### config.mk
export PLATFORM = sky130hd
export DESIGN_NAME = neuron_step_scheduler
export DESIGN_NICKNAME = d
export VERILOG_FILES = /design/src/rtl/neuron_pkg.sv /design/src/rtl/neuron_state_ram.sv /design/src/rtl/neuron_step_scheduler.sv
export SDC_FILE = /design/constraint.sdc
export NUM_CORES = 1
export LEC_CHECK = 0
export ABC_AREA = 1
export CAP_MARGIN = 25
export CORE_MARGIN = 4
export CORE_UTILIZATION = 35
export DETAILED_ROUTE_END_ITERATION = 8
export GPL_TIMING_DRIVEN = 0
export MAX_ROUTING_LAYER = met4
export PLACE_DENSITY = 0.58
export SYNTH_ARGS = -nofsm -noshare
export SYNTH_HDL_FRONTEND = slang
export SYNTH_SLANG_ARGS = --single-unit
### constraint.sdc
create_clock -name clk -period 5.69 [get_ports clk]
set_clock_uncertainty 0.2 [all_clocks]
set_input_delay 1.4225 -clock clk [delete_from_list [all_inputs] [get_ports clk]]
set_output_delay 1.4225 -clock clk [all_outputs]
set_load 0.05 [all_outputs]
### src/rtl/neuron_pkg.sv
// Shared definitions for the neuron step scheduler: Q12.9 state word
// constants, the per-neuron state payload, the sweep FSM state encoding
// and a saturating adder used by the post-spike u update.
package neuron_pkg;

    localparam int unsigned FRAC_BITS = 9;
    localparam int unsigned W         = 21;

    // Q12.9 constants
    localparam logic signed [W-1:0] V_PEAK  = W'(15360);   // +30.0
    localparam logic signed [W-1:0] V_RESET = W'(-33280);  // -65.0
    localparam logic signed [W-1:0] U_INIT  = W'(-6656);   // -13.0
    localparam logic signed [W-1:0] D_INC   = W'(4096);    // +8.0

    typedef enum logic [1:0] {
        ST_IDLE = 2'd0,
        ST_REQ  = 2'd1,
        ST_WB   = 2'd2,
        ST_SPK  = 2'd3
    } state_e;

    // One neuron's membrane potential and recovery variable
    typedef struct packed {
        logic signed [W-1:0] v;
        logic signed [W-1:0] u;
    } nstate_t;

    // Signed add in W+1 bits, clamped to the W-bit signed range
    function automatic logic signed [W-1:0] sat_add(input logic signed [W-1:0] a,
                                                    input logic signed [W-1:0] b);
        logic signed [W:0] sum;
        sum = (W+1)'(a) + (W+1)'(b);
        if (sum[W] != sum[W-1]) begin
            return sum[W] ? {1'b1, {(W-1){1'b0}}} : {1'b0, {(W-1){1'b1}}};
        end
        return sum[W-1:0];
    endfunction

endpackage

### src/rtl/neuron_state_ram.sv
// Per-neuron (v, u) storage: NUM_NEURONS x 2W register array.
// Ports: clk/rst_n (async active-low, restores V_RESET/U_INIT),
//        we/waddr/wdata single write port, raddr/rd_data_c async read port.
module neuron_state_ram
    import neuron_pkg::*;
#(
    parameter int unsigned NUM_NEURONS = 4,
    parameter int unsigned IDX_W       = 2
) (
    input  logic             clk,
    input  logic             rst_n,
    input  logic             we,
    input  logic [IDX_W-1:0] waddr,
    input  nstate_t          wdata,
    input  logic [IDX_W-1:0] raddr,
    output nstate_t          rd_data_c
);

    nstate_t mem [NUM_NEURONS];

    // Storage with reset to the resting state
    always_ff @(posedge clk or negedge rst_n) begin
        if (!rst_n) begin
            for (int unsigned i = 0; i < NUM_NEURONS; i++) begin
                mem[i] <= '{v: V_RESET, u: U_INIT};
            end
        end else if (we) begin
            mem[waddr] <= wdata;
        end
    end

    assign rd_data_c = mem[raddr];

endmodule

### src/rtl/neuron_step_scheduler.sv
// Time-multiplexes one external Izhikevich update datapath across
// NUM_NEURONS neurons. A tick starts a sweep over neurons 0..N-1: each
// neuron's (v, u) is issued on the dp_* request, the returned (v', u') is
// written back with the threshold/reset rule applied, and spiking neurons
// are reported on the spk_* valid/ready interface.
// Ports: clk, rst_n; tick_i/busy_o/done_o/overrun_o sweep control;
//        cfg_* initial-state write (IDLE only); dp_* datapath handshake;
//        spk_* spike events.
module neuron_step_scheduler
    import neuron_pkg::*;
#(
    parameter int unsigned NUM_NEURONS = 4,
    parameter int unsigned IDX_W       = (NUM_NEURONS > 1) ? $clog2(NUM_NEURONS) : 1
) (
    input  logic                    clk,
    input  logic                    rst_n,
    input  logic                    tick_i,
    output logic                    busy_o,
    output logic                    done_o,
    output logic                    overrun_o,
    input  logic                    cfg_we_i,
    input  logic [IDX_W-1:0]        cfg_idx_i,
    input  logic signed [W-1:0]     cfg_v_i,
    input  logic signed [W-1:0]     cfg_u_i,
    output logic                    dp_req_o,
    output logic [IDX_W-1:0]        dp_idx_o,
    output logic signed [W-1:0]     dp_v_o,
    output logic signed [W-1:0]     dp_u_o,
    input  logic                    dp_ack_i,
    input  logic signed [W-1:0]     dp_v_i,
    input  logic signed [W-1:0]     dp_u_i,
    output logic                    spk_valid_o,
    output logic [IDX_W-1:0]        spk_idx_o,
    input  logic                    spk_ready_i
);

    localparam logic [IDX_W-1:0] LAST_IDX = IDX_W'(NUM_NEURONS - 1);

    state_e              state_q, state_d;
    logic [IDX_W-1:0]    idx_q, idx_d;
    logic signed [W-1:0] cap_v_q, cap_u_q;
    logic                cap_spk_q;

    logic                ram_we;
    logic [IDX_W-1:0]    ram_waddr;
    nstate_t             ram_wdata;
    nstate_t             ram_rdata;

    logic                is_last;
    logic                ack_spike;
    logic                busy_d, done_d, overrun_d, dp_req_d, spk_valid_d;
    logic [IDX_W-1:0]    dp_idx_d, spk_idx_d;
    logic signed [W-1:0] dp_v_d, dp_u_d;

    assign is_last   = (idx_q == LAST_IDX);
    assign ack_spike = (dp_v_i >= V_PEAK);

    neuron_state_ram #(
        .NUM_NEURONS (NUM_NEURONS),
        .IDX_W       (IDX_W)
    ) u_ram (
        .clk       (clk),
        .rst_n     (rst_n),
        .we        (ram_we),
        .waddr     (ram_waddr),
        .wdata     (ram_wdata),
        .raddr     (idx_d),
        .rd_data_c (ram_rdata)
    );

    // FSM state and sweep index
    always_ff @(posedge clk or negedge rst_n) begin
        if (!rst_n) begin
            state_q <= ST_IDLE;
            idx_q   <= '0;
        end else begin
            state_q <= state_d;
            idx_q   <= idx_d;
        end
    end

    // Datapath result capture; the spike decision is taken here so done_o
    // can be registered and still land in the final WB cycle
    always_ff @(posedge clk or negedge rst_n) begin
        if (!rst_n) begin
            cap_v_q   <= '0;
            cap_u_q   <= '0;
            cap_spk_q <= 1'b0;
        end else if (state_q == ST_REQ && dp_ack_i) begin
            cap_v_q   <= dp_v_i;
            cap_u_q   <= dp_u_i;
            cap_spk_q <= ack_spike;
        end
    end

    // Next state, write-back and next values of the registered outputs
    always_comb begin
        state_d   = state_q;
        idx_d     = idx_q;
        ram_we    = 1'b0;
        ram_waddr = idx_q;
        ram_wdata = '{v: cap_v_q, u: cap_u_q};
        done_d    = 1'b0;

        case (state_q)
            ST_IDLE: begin
                if (tick_i) begin
                    idx_d   = '0;
                    state_d = ST_REQ;
                end else if (cfg_we_i) begin
                    ram_we    = 1'b1;
                    ram_waddr = cfg_idx_i;
                    ram_wdata = '{v: cfg_v_i, u: cfg_u_i};
                end
            end
            ST_REQ: begin
                if (dp_ack_i) begin
                    state_d = ST_WB;
                    done_d  = is_last && !ack_spike;
                end
            end
            ST_WB: begin
                ram_we = 1'b1;
                if (cap_spk_q) begin
                    ram_wdata = '{v: V_RESET, u: sat_add(cap_u_q, D_INC)};
                    state_d   = ST_SPK;
                end else if (is_last) begin
                    state_d = ST_IDLE;
                end else begin
                    idx_d   = idx_q + IDX_W'(1);
                    state_d = ST_REQ;
                end
            end
            ST_SPK: begin
                // Handshake is only known this cycle, so a spike on the last
                // neuron reports done_o in the first IDLE cycle
                if (spk_ready_i) begin
                    if (is_last) begin
                        state_d = ST_IDLE;
                        done_d  = 1'b1;
                    end else begin
                        idx_d   = idx_q + IDX_W'(1);
                        state_d = ST_REQ;
                    end
                end
            end
            default: state_d = ST_IDLE;
        endcase

        busy_d      = (state_d != ST_IDLE);
        dp_req_d    = (state_d == ST_REQ);
        dp_idx_d    = dp_req_d ? idx_d : '0;
        dp_v_d      = dp_req_d ? ram_rdata.v : '0;
        dp_u_d      = dp_req_d ? ram_rdata.u : '0;
        spk_valid_d = (state_d == ST_SPK);
        spk_idx_d   = spk_valid_d ? idx_d : '0;
        overrun_d   = overrun_o | (tick_i && (state_q != ST_IDLE));
    end

    // Registered outputs
    always_ff @(posedge clk or negedge rst_n) begin
        if (!rst_n) begin
            busy_o      <= 1'b0;
            done_o      <= 1'b0;
            overrun_o   <= 1'b0;
            dp_req_o    <= 1'b0;
            dp_idx_o    <= '0;
            dp_v_o      <= '0;
            dp_u_o      <= '0;
            spk_valid_o <= 1'b0;
            spk_idx_o   <= '0;
        end else begin
            busy_o      <= busy_d;
            done_o      <= done_d;
            overrun_o   <= overrun_d;
            dp_req_o    <= dp_req_d;
            dp_idx_o    <= dp_idx_d;
            dp_v_o      <= dp_v_d;
            dp_u_o      <= dp_u_d;
            spk_valid_o <= spk_valid_d;
            spk_idx_o   <= spk_idx_d;
        end
    end

endmodule

# Word level (Yosys, flattened, before mapping)
# Index checks and enable logic that the tools add are counted.
# op_classes
add_sub_neg	2
n_lt_le_gt_ge	4
eq_ne	7
n_mux	41
bitwise_logic	3
reduce_logical	8
# ops
cell	count
two-way mux 42 bit	6
bitwise mux 168 bit	1
two-way mux 21 bit	5
binary-select mux 42 bit (select 2 bit)	1
demux 42 bit (select 2 bit)	1
one-hot mux 42 bit (2 select lines)	1
two-way mux 2 bit	13
adder 21 x 14 -> 22 bit, second input constant	1
>= comparator 21 x 15 -> 1 bit, second input constant	1
two-way mux 1 bit	9
== test 2 bit, second input constant	4
one-hot mux 2 bit (4 select lines)	1
>= comparator 3 bit, second input constant	2
NOT 2 -> 3 bit	2
one-hot mux 2 bit (3 select lines)	1
== test 2 x 1 -> 1 bit, second input constant	2
logical AND 1 bit	4
one-hot mux 1 bit (2 select lines)	2
nonzero test 2 bit	2
< comparator 3 x 1 -> 1 bit, second input constant	1
adder 2 x 1 -> 2 bit, second input constant	1
logical NOT 2 bit	1
logical NOT 1 bit	1
inequality test 1 bit	1
bitwise OR 1 bit	1
# totals
reg_bits	266
input_bits	92
wordCells	87

# Depth between registers and ports, before layout
# depth
ltp_word	9
ltp_mapped	15

# By module
# From an unflattened synthesis, not the netlist that was laid out.
# hier_totals
cells_unflattened	1819
hier_area_um2	13721.9
# modules_own_cells
mod	n_inst	cells_each	area_each_um2	seq_area_each_um2
neuron_state_ram	1	1227	8877.3	4309.1
neuron_step_scheduler	1	592	4844.6	2452.4

# Worst setup path before layout
# Ideal clock, no wire load.
# synth_timing
path_kind	input to register
startpoint	in tick_i
endpoint	reg u_ram.mem[54] in the netlist's numbering
setup_time_ps	126
arrival_ps	2637
path_slack_ps	2727
stages	12
cell_sequence	inv_1 nand2_1 nor2_8 inv_4 o21ai_2 inv_2 nand2_1 nor2_1 buf_4 buf_4 nand2_1 o21ai_0
# synth_between
elab_chain_len	8
word_cells_on_any_way	13
cone_classes	order compare (2); mux (9); bitwise (1); reduce/logical (1)
# synth_rtl
element	line	text
start, declared	neuron_step_scheduler.sv:17	input logic tick_i,
two-way mux 2 bit	neuron_step_scheduler.sv:107	if (tick_i) begin
two-way mux 2 bit	neuron_step_scheduler.sv:105	case (state_q)
NOT 2 -> 3 bit (implied by the code)	neuron_state_ram.sv:28	mem[waddr] <= wdata;
>= comparator 3 bit (implied by the code) or < comparator 3 x 1 -> 1 bit (tied branches)	neuron_state_ram.sv:28	
logical AND 1 bit (implied by the code)	neuron_state_ram.sv:28	
two-way mux 42 bit (implied by the code)	neuron_state_ram.sv:28	
demux 42 bit (select 2 bit)	neuron_state_ram.sv:28	
bitwise mux 168 bit	neuron_state_ram.sv:28	
end signal, assigned by index	neuron_state_ram.sv:25	mem[i] <= '{v: V_RESET, u: U_INIT};
end signal, assigned by index	neuron_state_ram.sv:28	
end, declared	neuron_state_ram.sv:19	nstate_t mem [NUM_NEURONS];
# Several ways; a longest one is shown, not always the timed one.
# A chain may end at the register's enable or synchronous reset.

# Final worst setup path
# layout_timing
startpoint	in spk_ready_i
endpoint	reg dp_u_o[0]
# layout_between
elab_chain_len	7
word_cells_on_any_way	10
cone_classes	eq/ne (1); mux (8); bitwise (1)
# layout_rtl
element	line	text
start, declared	neuron_step_scheduler.sv:34	input logic spk_ready_i
two-way mux 2 bit	neuron_step_scheduler.sv:137	if (spk_ready_i) begin
one-hot mux 2 bit (3 select lines)	neuron_step_scheduler.sv:105	
NOT 2 -> 3 bit (implied by the code)	neuron_state_ram.sv:32	assign rd_data_c = mem[raddr];
binary-select mux 42 bit (select 2 bit)	neuron_state_ram.sv:32	
two-way mux 42 bit (implied by the code) (2 in a row)	neuron_state_ram.sv:32	
two-way mux 21 bit (*)	neuron_step_scheduler.sv:154	dp_u_d = dp_req_d ? ram_rdata.u : '0;
named net dp_u_d[0]	neuron_step_scheduler.sv:53	logic signed [W-1:0] dp_v_d, dp_u_d;
end signal, assigned	neuron_step_scheduler.sv:179	dp_u_o <= dp_u_d;
end, declared	neuron_step_scheduler.sv:28	output logic signed [W-1:0] dp_u_o,
# The timed path passes the listed nets; every way through them passes the cells marked *. The select of a mux whose other input is x is not followed.

==> out/qor.txt <==
status - completed
top-area cell type share of the netlist area - 37.6%
Post-CTS Setup Inserts - 0
ranking of synthesized cells by area - dfrtp_1 38%, nand2_1 19%, dfstp_2 18%
port bufs - 142
Max Slew Vio Count - 0
final non-filler cell total - 2143
Core Util, Final - 44.8%
first-pass GRT wire length - 58800 um
Layout Area Growth over Synthesis - 25.2%
WP data arrival - 3.64 ns
Setup crit start kind - primary input
DP Worst Slack - 1.75 ns
Leak - 7.19 nW
Peak VDD IR - 288 uV
power consumption - 0.00951 W
GR peak layer - met2
CTS resizes - 0
Worst Tran Pin Value - 0.766 ns
RePlAce Congestion - 0.886
placed insts - 2088
grt met1 use - 28.0%
most common cell after layout, fill and taps aside - nand2_1
period utilization - 59.8%
post-route ant nets - 0
synth unique cells - 34
fillers - 3478
gr ovfl total - 0
die width - 194 um
r2r setup slk - 2.97 ns
worst hold path type - reg2reg
Reg2Reg Depth - 15
critical path class - in2reg
min cycle time layout - 3.40 ns
Tot GR Track Use - 19.7%
Mean Syn Cell Area - 8.09 um2
clk root buf - clkbuf_16
M3 GR Usage - 2.94%
Die ar. - 37600 um2
ratio of cells with drive above 1 in the final layout - 11.5%
cell taking the most area after synthesis - dfrtp_1
via count - 10.4k
Mapped Cells - 1496
Slew HR - 48.9%
yosys warns - 0
final setup violation count - 0
synthesized net count - 1589
Final Hold Viols - 0
post-synthesis sequential area ratio - 55.8%
drt total wl - 36700 um
max-cap violations - 0
Max Fanout on Critical Path - 10
multi-input gate area in the final layout - 4410 um2
HPWL after detailed placement - 25600 um
H-tree depth - 1
commonest cells after routing, fill and taps aside - 597 x nand2_1, 182 x dfrtp_1, 143 x o21ai_0, 141 x clkdlybuf4s50_1, 135 x a21oi_1
Ant. Diodes - 0
Sequential Area - 6760 um2
total CTS buffers - 30
RSZ-0062 raised after global routing - no
clock sinks - 266
Worst-Skew Late Latency - 0.55 ns
# hold bufs at CTS - 0
power density cells - 627 nW/um2
CTS tree - done
wire per inst - 17.1 um
vias in the first global route - 10.4k
DRT Pass-1 Iters - 5
crit end category - flip-flop
worst hold path depth - 2
Mapped Area - 12100 um2
IO Count - 143
Final nets - 1765
worst setup margin - 2.29 ns
clock buffer depth - 3
vias per std cell - 4.85
Fmax - 294 MHz
largest net degree at the start of global routing - 99
DR DRC count - 0
Die Ht - 194 um
Rows - 67
initial drt markers - 797
clock-pin slew on the worst setup and hold paths - 0.06 ns
Initial Util - 35.7%
core box area - 33900 um2
met2 usage - 30.3%
Critical Path RT - 5.93 ns
initial antenna violation count - 0
Yosys reg bits - 266
state kept, by name, indices dropped and copies added (netlist names):
register	cells
state_q	2
idx_q	2
u_ram.mem	168
done_o	1
spk_idx_o	2
cap_u_q	21
busy_o	1
cap_v_q	21
dp_idx_o	2
dp_req_o	1
overrun_o	1
cap_spk_q	1
dp_u_o	21
dp_v_o	21
spk_valid_o	1
report_power, final:
group          internal (W)  switching, W
combinational       0.00129       0.00295
sequential          0.00290      0.000399
clock               0.00118      0.000783
layer usage:
metal | up-vias | part of all wire [%]
met5 | - | 0
met2 | 345 | 44
li1 | 5076 | -
met1 | 4927 | 47
met3 | 51 | 6.4
met4 | 0 | 2.0
critical path, stage by stage:
cell and delay, ns:
clkdlybuf4s50_1 0.52, inv_1 0.05, nand2_1 0.07, nand2_2 0.08, inv_2 0.10, nand3_1 0.09
nand2_2 0.19, buf_4 0.23, clkbuf_1 0.46, o21ai_0 0.15, a21oi_1 0.27
synthesized netlist by cell type:
| cell type | number |
|---|---|
| nor3_1 | 2 |
| or2_1 | 1 |
| nand3_2 | 3 |
| o21ai_1 | 34 |
| nor2_2 | 2 |
| buf_4 | 5 |
| nand4_1 | 3 |
| inv_4 | 1 |
| nor2_4 | 1 |
| a22oi_1 | 7 |
| or2_2 | 2 |
| inv_2 | 11 |
| inv_1 | 130 |
| nand2_1 | 597 |
| clkbuf_1 | 49 |
| o211ai_1 | 1 |
| ha_1 | 1 |
| buf_2 | 19 |
| buf_6 | 5 |
| a22o_1 | 11 |
| dfrtp_1 | 182 |
| o21bai_1 | 2 |
| nor2_8 | 1 |
| nor2_1 | 18 |
| dfstp_2 | 84 |
| xor2_1 | 1 |
| o21ai_2 | 1 |
| o21ai_0 | 143 |
| a21oi_1 | 135 |
| nand3_1 | 29 |
| o21ai_4 | 2 |
| a31oi_1 | 2 |
| buf_1 | 6 |
| nand2_2 | 5 |
logic make-up after synthesis:
| logic type | Yosys count | share of synthesized area, % |
|---|---|---|
| AOI/OAI and AO/OA | 338 | 14.8 |
| xor gates and xnor gates | 1 | 0.0724 |
| adders and majority gates | 1 | 0.103 |
| buffers and inverters | 226 | 7.69 |
| DFF | 266 | 55.8 |
| and+or+nand+nor | 664 | 21.5 |
layout make-up:
cell class | instances | share of cell area, %
buffer | 84 | 2.61
clock buffer | 40 | 5.60
clock inverter | 15 | 1.07
inverter | 142 | 3.53
multi-input combinational | 1004 | 29.1
sequential | 266 | 44.6
tap | 448 | 3.70
timing repair buffer | 144 | 9.77
through the flow:
step	setup TNS, ns	cell area, um2	hold WS [ns]
finish	0	15200	0.263
global placement	-2016.92	14100	0.248
CTS	0	15200	0.267
floorplan	0	12100	0.237
detailed placement	0	14100	0.253
global route	0	15200	0.277
final timing paths:
| path | start | to |
|---|---|---|
| setup / recovery | spk_ready_i | dp_u_o[0] |
| setup reg to reg | cap_u_q[12] | u_ram.mem[131] |
| min in group asynchronous | rst_n | dp_u_o[4] |
| hold reg to reg | u_ram.mem[28] | u_ram.mem[28] |
| hold / removal | u_ram.mem[28] | u_ram.mem[28] |
| max in group asynchronous | rst_n | u_ram.mem[103] |
Power figures use the tool's default switching activity.
